==> src/rtl/luna_cpu_ctrl_pkg.sv <==
// ---------------------------------------------------------------------------
// luna_cpu_ctrl_pkg
//   Shared definitions for the Luna Hack-style CPU controller: sequencer state
//   encoding, instruction field positions, ALU opcodes and the jump condition
//   helper. The instruction field positions assume a 16-bit instruction word.
// ---------------------------------------------------------------------------
package luna_cpu_ctrl_pkg;

  // Sequencer states.
  typedef enum logic [2:0] {
    ST_FETCH  = 3'd0,
    ST_DECODE = 3'd1,
    ST_MREAD  = 3'd2,
    ST_EXEC   = 3'd3,
    ST_WB     = 3'd4,
    ST_MWRITE = 3'd5
  } state_e;

  // Instruction field positions.
  localparam int IR_CFLAG    = 15;  // 1 = C-instruction, 0 = A-instruction
  localparam int IR_ABIT     = 12;  // 1 = ALU y operand comes from memory
  localparam int IR_COMP_MSB = 11;
  localparam int IR_COMP_LSB = 6;
  localparam int IR_DEST_MSB = 5;
  localparam int IR_DEST_LSB = 3;
  localparam int IR_JUMP_MSB = 2;
  localparam int IR_JUMP_LSB = 0;

  // Destination field, bit order matches IR[5:3].
  typedef struct packed {
    logic a;
    logic d;
    logic m;
  } dest_t;

  // ALU opcodes (zx nx zy ny f no). x is D, y is A or M.
  localparam logic [5:0] OP_ZERO  = 6'b101010;
  localparam logic [5:0] OP_ONE   = 6'b111111;
  localparam logic [5:0] OP_NEG1  = 6'b111010;
  localparam logic [5:0] OP_X     = 6'b001100;
  localparam logic [5:0] OP_Y     = 6'b110000;
  localparam logic [5:0] OP_NOTX  = 6'b001101;
  localparam logic [5:0] OP_NOTY  = 6'b110001;
  localparam logic [5:0] OP_NEGX  = 6'b001111;
  localparam logic [5:0] OP_NEGY  = 6'b110011;
  localparam logic [5:0] OP_XINC  = 6'b011111;
  localparam logic [5:0] OP_YINC  = 6'b110111;
  localparam logic [5:0] OP_XDEC  = 6'b001110;
  localparam logic [5:0] OP_YDEC  = 6'b110010;
  localparam logic [5:0] OP_ADD   = 6'b000010;
  localparam logic [5:0] OP_XSUBY = 6'b010011;
  localparam logic [5:0] OP_YSUBX = 6'b000111;
  localparam logic [5:0] OP_AND   = 6'b000000;
  localparam logic [5:0] OP_OR    = 6'b010101;

  // Jump decision from the jump field and the result flags.
  function automatic logic jump_taken(input logic [2:0] j, input logic lt, input logic zr);
    return (j[2] & lt) | (j[1] & zr) | (j[0] & ~lt & ~zr);
  endfunction

endpackage

==> src/rtl/luna_cpu_ctrl_if.sv <==
// ---------------------------------------------------------------------------
// luna_cpu_ctrl_if
//   Instruction ROM and data RAM request/acknowledge buses of the controller.
//   Each transfer: req held with address (and we/wdata) stable until the edge
//   where req & ack are both high.
//   master : the controller (drives req/addr/we/wdata, receives ack/data)
//   slave  : the memory side
// ---------------------------------------------------------------------------
interface luna_cpu_ctrl_if #(
  parameter int WIDTH  = 16,
  parameter int ADDR_W = 15
);
  logic              rom_req;
  logic [ADDR_W-1:0] rom_addr;
  logic              rom_ack;
  logic [WIDTH-1:0]  rom_data;

  logic              ram_req;
  logic              ram_we;
  logic [ADDR_W-1:0] ram_addr;
  logic [WIDTH-1:0]  ram_wdata;
  logic              ram_ack;
  logic [WIDTH-1:0]  ram_rdata;

  modport master (
    output rom_req, rom_addr, ram_req, ram_we, ram_addr, ram_wdata,
    input  rom_ack, rom_data, ram_ack, ram_rdata
  );

  modport slave (
    input  rom_req, rom_addr, ram_req, ram_we, ram_addr, ram_wdata,
    output rom_ack, rom_data, ram_ack, ram_rdata
  );
endinterface

==> src/rtl/luna_cpu_ctrl_alu.sv <==
// ---------------------------------------------------------------------------
// luna_cpu_ctrl_alu
//   Registered one-cycle Hack ALU. The result of op/x/y is visible on res the
//   cycle after they are presented. Opcodes outside the Hack table yield 0.
//   Ports: clk, rst (async, active-low), op[5:0], x, y, res.
// ---------------------------------------------------------------------------
module luna_cpu_ctrl_alu
  import luna_cpu_ctrl_pkg::*;
#(
  parameter int WIDTH = 16
) (
  input  logic             clk,
  input  logic             rst,
  input  logic [5:0]       op,
  input  logic [WIDTH-1:0] x,
  input  logic [WIDTH-1:0] y,
  output logic [WIDTH-1:0] res
);

  logic [WIDTH-1:0] res_d;

  // NOTE: every combinational output gets a default before the case so no
  // path leaves it unassigned, which would infer a latch.
  always_comb begin
    res_d = '0;
    case (op)
      OP_ZERO:  res_d = '0;
      OP_ONE:   res_d = WIDTH'(1);
      OP_NEG1:  res_d = '1;
      OP_X:     res_d = x;
      OP_Y:     res_d = y;
      OP_NOTX:  res_d = ~x;
      OP_NOTY:  res_d = ~y;
      OP_NEGX:  res_d = -x;
      OP_NEGY:  res_d = -y;
      OP_XINC:  res_d = x + WIDTH'(1);
      OP_YINC:  res_d = y + WIDTH'(1);
      OP_XDEC:  res_d = x - WIDTH'(1);
      OP_YDEC:  res_d = y - WIDTH'(1);
      OP_ADD:   res_d = x + y;
      OP_XSUBY: res_d = x - y;
      OP_YSUBX: res_d = y - x;
      OP_AND:   res_d = x & y;
      OP_OR:    res_d = x | y;
      default:  res_d = '0;
    endcase
  end

  // NOTE: sequential state uses non-blocking assignments so every register
  // samples pre-edge values regardless of process evaluation order.
  always_ff @(posedge clk or negedge rst) begin
    if (!rst) res <= '0;
    else      res <= res_d;
  end

endmodule

==> src/rtl/luna_cpu_ctrl.sv <==
// ---------------------------------------------------------------------------
// luna_cpu_ctrl
//   Fetch/decode/execute sequencer of the Luna Hack-style CPU. Owns PC, A, D,
//   fetches instructions over the ROM bus, reads/writes data RAM over the RAM
//   bus, drives the registered ALU and commits results and jumps.
//   Ports:
//     clk, rst (async, active-low), run (1 = may start the next fetch)
//     bus  : luna_cpu_ctrl_if.master, ROM and RAM handshakes
//     pc_o, a_o, d_o : current PC, A, D (debug)
// ---------------------------------------------------------------------------
module luna_cpu_ctrl
  import luna_cpu_ctrl_pkg::*;
#(
  parameter int                WIDTH    = 16,
  parameter int                ADDR_W   = 15,
  parameter logic [ADDR_W-1:0] RESET_PC = '0
) (
  input  logic              clk,
  input  logic              rst,
  input  logic              run,
  luna_cpu_ctrl_if.master   bus,
  output logic [ADDR_W-1:0] pc_o,
  output logic [WIDTH-1:0]  a_o,
  output logic [WIDTH-1:0]  d_o
);

  state_e state_q, state_d;

  logic [ADDR_W-1:0] pc_q;
  logic [WIDTH-1:0]  a_q, d_q, ir_q, m_q, r_q;
  logic [ADDR_W-1:0] wr_addr_q;    // A captured in WB, used by MWRITE
  logic [ADDR_W-1:0] pc_defer_q;   // PC to commit once MWRITE completes
  logic              fetch_busy_q; // fetch issued and not yet acknowledged

  logic              fetch_req;
  logic              ram_req, ram_we;
  logic [ADDR_W-1:0] ram_addr;

  // Decoded fields.
  dest_t      dest;
  logic [2:0] jump;
  logic [5:0] comp;
  logic       is_c, use_m;
  logic       unused_ir;

  assign is_c      = ir_q[IR_CFLAG];
  assign use_m     = ir_q[IR_ABIT];
  assign comp      = ir_q[IR_COMP_MSB:IR_COMP_LSB];
  assign dest      = ir_q[IR_DEST_MSB:IR_DEST_LSB];
  assign jump      = ir_q[IR_JUMP_MSB:IR_JUMP_LSB];
  assign unused_ir = ^ir_q[14:13];  // C-instruction filler bits carry no meaning

  // ALU: x = D, y = A or M. Its reset is tied inactive; the controller only
  // samples the result in WB, one cycle after EXEC presented the operands.
  logic [WIDTH-1:0] alu_res;

  luna_cpu_ctrl_alu #(.WIDTH(WIDTH)) u_alu (
    .clk (clk),
    .rst (1'b1),
    .op  (comp),
    .x   (d_q),
    .y   (use_m ? m_q : a_q),
    .res (alu_res)
  );

  // Jump resolution. The target is A before any WB write to A.
  logic              res_lt, res_zr, take;
  logic [ADDR_W-1:0] pc_inc, pc_next;

  assign res_lt  = alu_res[WIDTH-1];
  assign res_zr  = (alu_res == '0);
  assign take    = jump_taken(jump, res_lt, res_zr);
  assign pc_inc  = pc_q + ADDR_W'(1);  // wraps at 2^ADDR_W
  assign pc_next = take ? a_q[ADDR_W-1:0] : pc_inc;

  // State register.
  always_ff @(posedge clk or negedge rst) begin
    if (!rst) state_q <= ST_FETCH;
    else      state_q <= state_d;
  end

  // Next state and bus controls.
  always_comb begin
    state_d   = state_q;
    fetch_req = 1'b0;
    ram_req   = 1'b0;
    ram_we    = 1'b0;
    ram_addr  = a_q[ADDR_W-1:0];
    case (state_q)
      ST_FETCH: begin
        // run only matters until a fetch is issued; rst gating keeps the
        // request low during reset even with run held high.
        fetch_req = rst & (run | fetch_busy_q);
        if (fetch_req && bus.rom_ack) state_d = ST_DECODE;
      end
      ST_DECODE: begin
        if (!is_c)      state_d = ST_FETCH;
        else if (use_m) state_d = ST_MREAD;
        else            state_d = ST_EXEC;
      end
      ST_MREAD: begin
        ram_req = 1'b1;
        if (bus.ram_ack) state_d = ST_EXEC;
      end
      ST_EXEC: state_d = ST_WB;
      ST_WB: begin
        state_d = dest.m ? ST_MWRITE : ST_FETCH;
      end
      ST_MWRITE: begin
        ram_req  = 1'b1;
        ram_we   = 1'b1;
        ram_addr = wr_addr_q;
        if (bus.ram_ack) state_d = ST_FETCH;
      end
      default: state_d = ST_FETCH;
    endcase
  end

  // Architectural registers.
  always_ff @(posedge clk or negedge rst) begin
    if (!rst) begin
      pc_q         <= RESET_PC;
      a_q          <= '0;
      d_q          <= '0;
      ir_q         <= '0;
      m_q          <= '0;
      r_q          <= '0;
      wr_addr_q    <= '0;
      pc_defer_q   <= '0;
      fetch_busy_q <= 1'b0;
    end else begin
      case (state_q)
        ST_FETCH: begin
          fetch_busy_q <= fetch_req & ~bus.rom_ack;
          if (fetch_req && bus.rom_ack) ir_q <= bus.rom_data;
        end
        ST_DECODE: begin
          if (!is_c) begin
            a_q  <= WIDTH'(ir_q[WIDTH-2:0]);
            pc_q <= pc_inc;
          end
        end
        ST_MREAD: begin
          if (bus.ram_ack) m_q <= bus.ram_rdata;
        end
        ST_WB: begin
          r_q       <= alu_res;
          wr_addr_q <= a_q[ADDR_W-1:0];
          if (dest.a) a_q <= alu_res;
          if (dest.d) d_q <= alu_res;
          if (dest.m) pc_defer_q <= pc_next;
          else        pc_q       <= pc_next;
        end
        ST_MWRITE: begin
          if (bus.ram_ack) pc_q <= pc_defer_q;
        end
        default: ;
      endcase
    end
  end

  assign bus.rom_req   = fetch_req;
  assign bus.rom_addr  = pc_q;
  assign bus.ram_req   = ram_req;
  assign bus.ram_we    = ram_we;
  assign bus.ram_addr  = ram_addr;
  assign bus.ram_wdata = r_q;

  assign pc_o = pc_q;
  assign a_o  = a_q;
  assign d_o  = d_q;

endmodule

==> src/flat_wrapper.sv <==
// flat-port wrapper written by rule: the top's interface ports become plain ports
module luna_cpu_ctrl_flat import luna_cpu_ctrl_pkg::*;
#(
  parameter int                WIDTH    = 16,
  parameter int                ADDR_W   = 15,
  parameter logic [ADDR_W-1:0] RESET_PC = '0
)
  (clk, rst, run, pc_o, a_o, d_o, bus_rom_req, bus_rom_addr, bus_ram_req, bus_ram_we, bus_ram_addr, bus_ram_wdata, bus_rom_ack, bus_rom_data, bus_ram_ack, bus_ram_rdata);
  luna_cpu_ctrl_if #(.WIDTH(WIDTH), .ADDR_W(ADDR_W)) bus_i ();
  input  logic clk;
  input  logic rst;
  input  logic run;
  output logic [ADDR_W-1:0] pc_o;
  output logic [WIDTH-1:0] a_o;
  output logic [WIDTH-1:0] d_o;
  output wire logic [$bits(bus_i.rom_req)-1:0] bus_rom_req;
  output wire logic [$bits(bus_i.rom_addr)-1:0] bus_rom_addr;
  output wire logic [$bits(bus_i.ram_req)-1:0] bus_ram_req;
  output wire logic [$bits(bus_i.ram_we)-1:0] bus_ram_we;
  output wire logic [$bits(bus_i.ram_addr)-1:0] bus_ram_addr;
  output wire logic [$bits(bus_i.ram_wdata)-1:0] bus_ram_wdata;
  input wire logic [$bits(bus_i.rom_ack)-1:0] bus_rom_ack;
  input wire logic [$bits(bus_i.rom_data)-1:0] bus_rom_data;
  input wire logic [$bits(bus_i.ram_ack)-1:0] bus_ram_ack;
  input wire logic [$bits(bus_i.ram_rdata)-1:0] bus_ram_rdata;
  assign bus_rom_req = bus_i.rom_req;
  assign bus_rom_addr = bus_i.rom_addr;
  assign bus_ram_req = bus_i.ram_req;
  assign bus_ram_we = bus_i.ram_we;
  assign bus_ram_addr = bus_i.ram_addr;
  assign bus_ram_wdata = bus_i.ram_wdata;
  assign bus_i.rom_ack = bus_rom_ack;
  assign bus_i.rom_data = bus_rom_data;
  assign bus_i.ram_ack = bus_ram_ack;
  assign bus_i.ram_rdata = bus_ram_rdata;
  luna_cpu_ctrl #(.WIDTH(WIDTH), .ADDR_W(ADDR_W), .RESET_PC(RESET_PC)) u_core (.clk(clk), .rst(rst), .run(run), .bus(bus_i), .pc_o(pc_o), .a_o(a_o), .d_o(d_o));
endmodule
==> config.mk <==
export PLATFORM = sky130hd
export DESIGN_NAME = luna_cpu_ctrl_flat
export DESIGN_NICKNAME = d
export VERILOG_FILES = /design/src/rtl/luna_cpu_ctrl_pkg.sv /design/src/rtl/luna_cpu_ctrl_if.sv /design/src/rtl/luna_cpu_ctrl_alu.sv /design/src/rtl/luna_cpu_ctrl.sv /design/src/flat_wrapper.sv
export SDC_FILE = /design/constraint.sdc
export NUM_CORES = 1
export LEC_CHECK = 0
export ABC_AREA = 1
export CORE_MARGIN = 2
export CORE_UTILIZATION = 35
export CTS_BUF_LIST = sky130_fd_sc_hd__clkbuf_2 sky130_fd_sc_hd__clkbuf_4 sky130_fd_sc_hd__clkbuf_8
export CTS_CLUSTER_DIAMETER = 50
export DETAILED_ROUTE_END_ITERATION = 10
export SYNTH_ARGS = -nofsm -noshare
export SYNTH_HDL_FRONTEND = slang
export SYNTH_HIERARCHICAL = 1
export SYNTH_SLANG_ARGS = --single-unit
==> constraint.sdc <==
create_clock -name clk -period 5.83 [get_ports clk]
set_clock_uncertainty 0.2 [all_clocks]
set_input_delay 1.4575 -clock clk [delete_from_list [all_inputs] [get_ports clk]]
set_output_delay 1.4575 -clock clk [all_outputs]
set_load 0.05 [all_outputs]
=== Word level (Yosys, flattened, before mapping) ===
Cells that the tools add are included.

* Bits in read-only memories: 0
* Output and inout bits: 96
* Bits in latches: 0
* Flip-flop bits (word level): 145
* Word-level logic and storage cells: 100
* Memories: 0
* Bits in writable memories: 0
* Input bits: 37

* Multiplexer cells: 21
* $add $sub $neg: 10
* $mul: 0
* Divide/modulo/power cells: 0
* Shift-type cells: 0
* Reductions and logical operators: 15
* Bitwise operators: 16
* Magnitude comparators: 0
* Equality and inequality tests: 27

{| class="wikitable"
|+ Operator list
! kind !! number
|-
| 16-bit case mux with 17 select lines || 1
|-
| 15-bit two-way mux || 5
|-
| 16-bit two-way mux || 3
|-
| 15-bit case mux with 3 select lines || 1
|-
| 6-bit == test, second input constant || 7
|-
| 16-bit by 1-bit adder with 16-bit output, second input constant || 2
|-
| 16-bit negator || 2
|-
| 16-bit inverter || 2
|-
| 16-bit case mux with 2 select lines || 1
|-
| 16-bit by 1-bit subtractor with 16-bit output, second input constant || 2
|-
| 16-bit subtractor || 2
|-
| 6-bit by 4-bit == test with 1-bit output, second input constant || 4
|-
| 6-bit by 5-bit == test with 1-bit output, second input constant || 3
|-
| 3-bit case mux with 6 select lines || 1
|-
| 16-bit adder || 1
|-
| 16-bit bitwise AND || 1
|-
| 16-bit logical NOT || 1
|-
| 16-bit bitwise OR || 1
|-
| 15-bit by 1-bit adder with 15-bit output, second input constant || 1
|-
| 3-bit two-way mux || 5
|-
| 2-bit != test, second input constant || 4
|-
| 2-bit AND reduction || 4
|-
| 1-bit bitwise AND || 6
|-
| 3-bit by 2-bit == test with 1-bit output, second input constant || 2
|-
| other kinds (16) || 27
|}

=== Depth between registers and ports, before layout ===
* Word-level depth: 7
* Gate-level depth with buffers: 20
* Gate-level depth less buffers: 20

=== Cells and area by module ===
The synthesis kept the hierarchy.

{| class="wikitable"
|+ Modules (own cells, without submodules)
! module !! cells an instance !! area an instance (um^2) !! times used !! seq. area each (um^2)
|-
| luna_cpu_ctrl || 749 || 6384.9 || 1 || 3228.1
|-
| luna_cpu_ctrl_alu || 774 || 4301.6 || 1 || 400.4
|}

=== Worst setup path after synthesis ===
No wires, ideal clock.

* Kind: reg-to-output
* Start: reg u_core.state_q[1]
* End: out bus_ram_addr[10]
* Buffers on the path: 1
* Path slack: 1897 ps
* Cell stages (with the launch flop): 6
* Required time: 4173 ps
* Arrival time: 2275 ps
* Cells stage by stage: dfrtp_1 > inv_1 > nand3_2 > inv_1 > clkbuf_1 > o21ai_0

* Word-level cells in the longest chain between the ends: 2

{| class="wikitable"
|+ Ends and longest elaborated chain
! element !! line !! source
|-
| start: declaration || luna_cpu_ctrl.sv:27 || <nowiki>state_e state_q, state_d;</nowiki>
|-
| start signal: assignment || luna_cpu_ctrl.sv:79 || <nowiki>else state_q <= state_d;</nowiki>
|-
| 3-bit == test || luna_cpu_ctrl.sv:89 || <nowiki>case (state_q)</nowiki>
|-
| 15-bit two-way mux || luna_cpu_ctrl.sv:89 ||
|-
| end: declaration || flat_wrapper.sv:20 || <nowiki>output wire logic [$bits(bus_i.ram_addr)-1:0] bus_ram_addr;</nowiki>
|}

No other way between the ends.

=== Worst setup path in the final report ===
* Start: in run
* End: out bus_rom_req

* Word-level cells in the longest chain between the ends: 3

{| class="wikitable"
|+ Ends and longest elaborated chain
! element !! line !! source
|-
| start: declaration || flat_wrapper.sv:12 || <nowiki>input logic run;</nowiki>
|-
| 1-bit bitwise OR || luna_cpu_ctrl.sv:93 || <nowiki>fetch_req = rst & (run | fetch_busy_q);</nowiki>
|-
| 1-bit bitwise AND || luna_cpu_ctrl.sv:93 ||
|-
| 1-bit two-way mux || luna_cpu_ctrl.sv:89 ||
|-
| end: declaration || flat_wrapper.sv:16 || <nowiki>output wire logic [$bits(bus_i.rom_req)-1:0] bus_rom_req;</nowiki>
|}

No other way between the ends.

==> run metrics <==
leakage 6.15 nW; Final WS setup approximately 1.1 ns; post-CTS sizing 0; Row Count 63; FF-to-FF setup slack 2.09 ns; drt initial violations between 1000 and 1500; Setup TNS Final 0 ns; met3 wire len approximately 2500 um; Die ar. approximately 32000 um^2; Post-synth EDFFs 0; Hold Crit Class reg -> reg; share of the synthesized area in the top cell type between 30% and 40%; clk buf depth 2; Ports between 100 and 150; H-tree lvl count 4; ANT nets after route 0; postcts setup bufs 0; top sig layer met4; Post-CTS Hold Fix Bufs 0; die height roughly 180 um; Top cell by count, worst path clkdlybuf4s50_1; DRC 0; R2R Path End u_core/u_alu/res[6]; maximum vdd drop 197 uV; clk_lat worst skew roughly 0.45 ns; vias in the first global route between 10000 and 15000; Peak Freq 210 MHz; max incr delay on CP around 0.85 ns; gpl congestion 0.964; Worst Tran Pin Value just over 1 ns; first-pass GRT wire length between 50000 and 60000 um; vias per cell 5.36; via count ~11000; top_reg_cell synth dfrtp_1; CTS Sinks between 100 and 150; Final #Nets about 1700; dpl cells around 2000; Root Driver clkbuf_8; post-synthesis cell area about 11000 um^2; slew margin rel. a little under a third; met2 WL post-DR ~18000 um; crit path from run; CTS clk-pin slew, worst paths 0.09 ns; CP Data Arrival Time between 3 and 4 ns; DPL Wire Length 29800 um; Layout area overhead 18.9%; number of CTS-inserted buffers 17; run status finished, final reports clean; CP Cell Sequence clkdlybuf4s50_1 > o21ai_0 > nor3_2 > clkdlybuf4s50_1; R2R depth 10; reg2reg start u_core/ir_q[12]; asr flop ratio synth 100%; Final min period around 4.8 ns; Worst path slowest cell clkdlybuf4s50_1; share of cells above drive strength 1 roughly 8.6%; Required @ worst endpoint between 4 and 5 ns; Initial DRT Pass Iterations 5; final hold vios 0; Synth area leader dfrtp_1; wirelength, routed ~39000 um; Place WS approximately 1.1 ns; Initial Utilization 35.8%; Critical Path Start Type primary input; CTS tree done; ranking of synthesized cells by area dfrtp_1 34%, nand2_1 13%, o21ai_0 6.8%; wl on met1 between 15000 and 20000 um; initial antenna violation count 0; post-route clock period utilization between 80% and 90%; I/O Buffers ~130; count leader, synth nand2_1; Filler cells 3154; FF+latch count, synth between 100 and 150; worst hold slack approximately 0.29 ns; Core ar. between 20000 and 30000 um^2; GRT Util Overall 24.6%; final setup fails 0; Distinct cells, synth 50; RSZ-0062 raised after global routing false; Cell Pwr Density roughly 660 nW/um^2; Reg area between 3000 and 4000 um^2; total power draw 8.42 mW; Congestion Overflow GR 0; Multi-input gate area about 6200 um^2; crit end category output port; YS warnings 6; Slew Viols, Final 0; Setup CP Type in -> out; termination of the worst setup path bus_rom_req; Post-Synthesis Cells between 1500 and 2000; critical path fanouts, max 3; die extent in x 179 um; top cells by count, synth 356 x nand2_1, 174 x nor2_1, 157 x inv_1; post-DR wirelength/cell roughly 19 um; Layout Cells excl Fill 2049; syn avg cell area approximately 7 um^2; register area share after synthesis approximately 34%; largest net degree at the start of global routing slightly above 70; max-cap violations 0
[final cells by class]
| type | instances | area share (%) |
|---|---|---|
| Antenna cell | 1 | 0.0197 |
| Clock buffer | 18 | 1.95 |
| Clock inverter | 13 | 1.00 |
| Inverter | 164 | 4.91 |
| Multi-Input combinational cell | 1171 | 48.4 |
| Sequential cell | 145 | 28.6 |
| Tap cell | 390 | 3.84 |
| Timing Repair Buffer | 147 | 11.3 |
[worst max-delay path: cells and delay by family]
family / cells / cell delay, ns
AOI/OAI and AO/OA: 1 / 0.11
buffers and inverters: 2 / 1.31
and+or+nand+nor: 1 / 0.22
[sequential cells by signal, summed over array words and instances (netlist names)]
signal / count
u_core/pc_defer_q: 15
u_core/state_q: 3
u_core/d_o: 16
u_core/bus.ram_wdata: 16
u_core/u_alu/res: 16
u_core/ir_q: 16
u_core/a_o: 16
u_core/m_q: 16
u_core/bus.rom_addr: 15
u_core/wr_addr_q: 15
u_core/fetch_busy_q: 1
[worst min path at each step]
stage | start | slack, ns | to | depth (start not counted)
6_report | u_core/wr_addr_q[13] | 0.29 | u_core/wr_addr_q[13] | 2
5_1_grt | u_core/bus.ram_wdata[4] | 0.31 | u_core/bus.ram_wdata[4] | 2
4_1_cts | u_core/pc_defer_q[14] | 0.29 | u_core/pc_defer_q[14] | 2
3_5_place_dp | u_core/bus.ram_wdata[14] | 0.27 | u_core/bus.ram_wdata[14] | 2
3_3_place_gp | u_core/bus.ram_wdata[9] | 0.27 | u_core/bus.ram_wdata[9] | 2
2_1_floorplan | u_core/pc_defer_q[13] | 0.25 | u_core/pc_defer_q[13] | 2
[layer usage]
metal  track usage [%]  vias to the layer above
li1                  -                     5284
met1              32.3                     5237
met2              41.5                      420
met3              3.56                       49
met4              8.16                        0
met5                 0                        -
[placed cells by master, fill, tap and decap left out, drive strengths merged, types with 18 or more instances in the layout]
master	instances
nand4	35
o21ai	146
nor2	187
nand3	137
nand2	374
dfrtp	145
ha	34
nor3	29
clkbuf	18
mux2	38
clkdlybuf4s50	131
a21oi	84
inv	168
[stage by stage]
stage / utilization (%) / area (um^2)
finish: 42.5 / 12700
global route: 42.5 / 12700
CTS: 42.5 / 12700
detailed placement: 41.3 / 12300
global placement: 41.3 / 12300
floorplan: - / 10700
[where the power goes]
| group | total (mW) | leakage, nW | switching, mW | internal [mW] |
|---|---|---|---|---|
| combinational | 5.66 | 4.17 | 3.88 | 1.78 |
| sequential | 1.98 | 1.79 | 0.537 | 1.45 |
| clock | 0.782 | 0.188 | 0.427 | 0.355 |
| total | 8.42 | 6.15 | 4.84 | 3.58 |
[kinds of logic (layout without fill, tap and decap cells)]
family	after synthesis	in the layout	share of synthesized area, %
and+or+nand+nor	779	779	32.7
adders and majority gates	36	36	4.36
muxes	38	38	4.00
AOI/OAI and AO/OA	285	285	14.5
buffers and inverters	222	342	9.03
other	1	17	0.0351
xor gates and xnor gates	17	17	1.39
DFF	145	145	34.0
(Power assumes the default switching activity.)
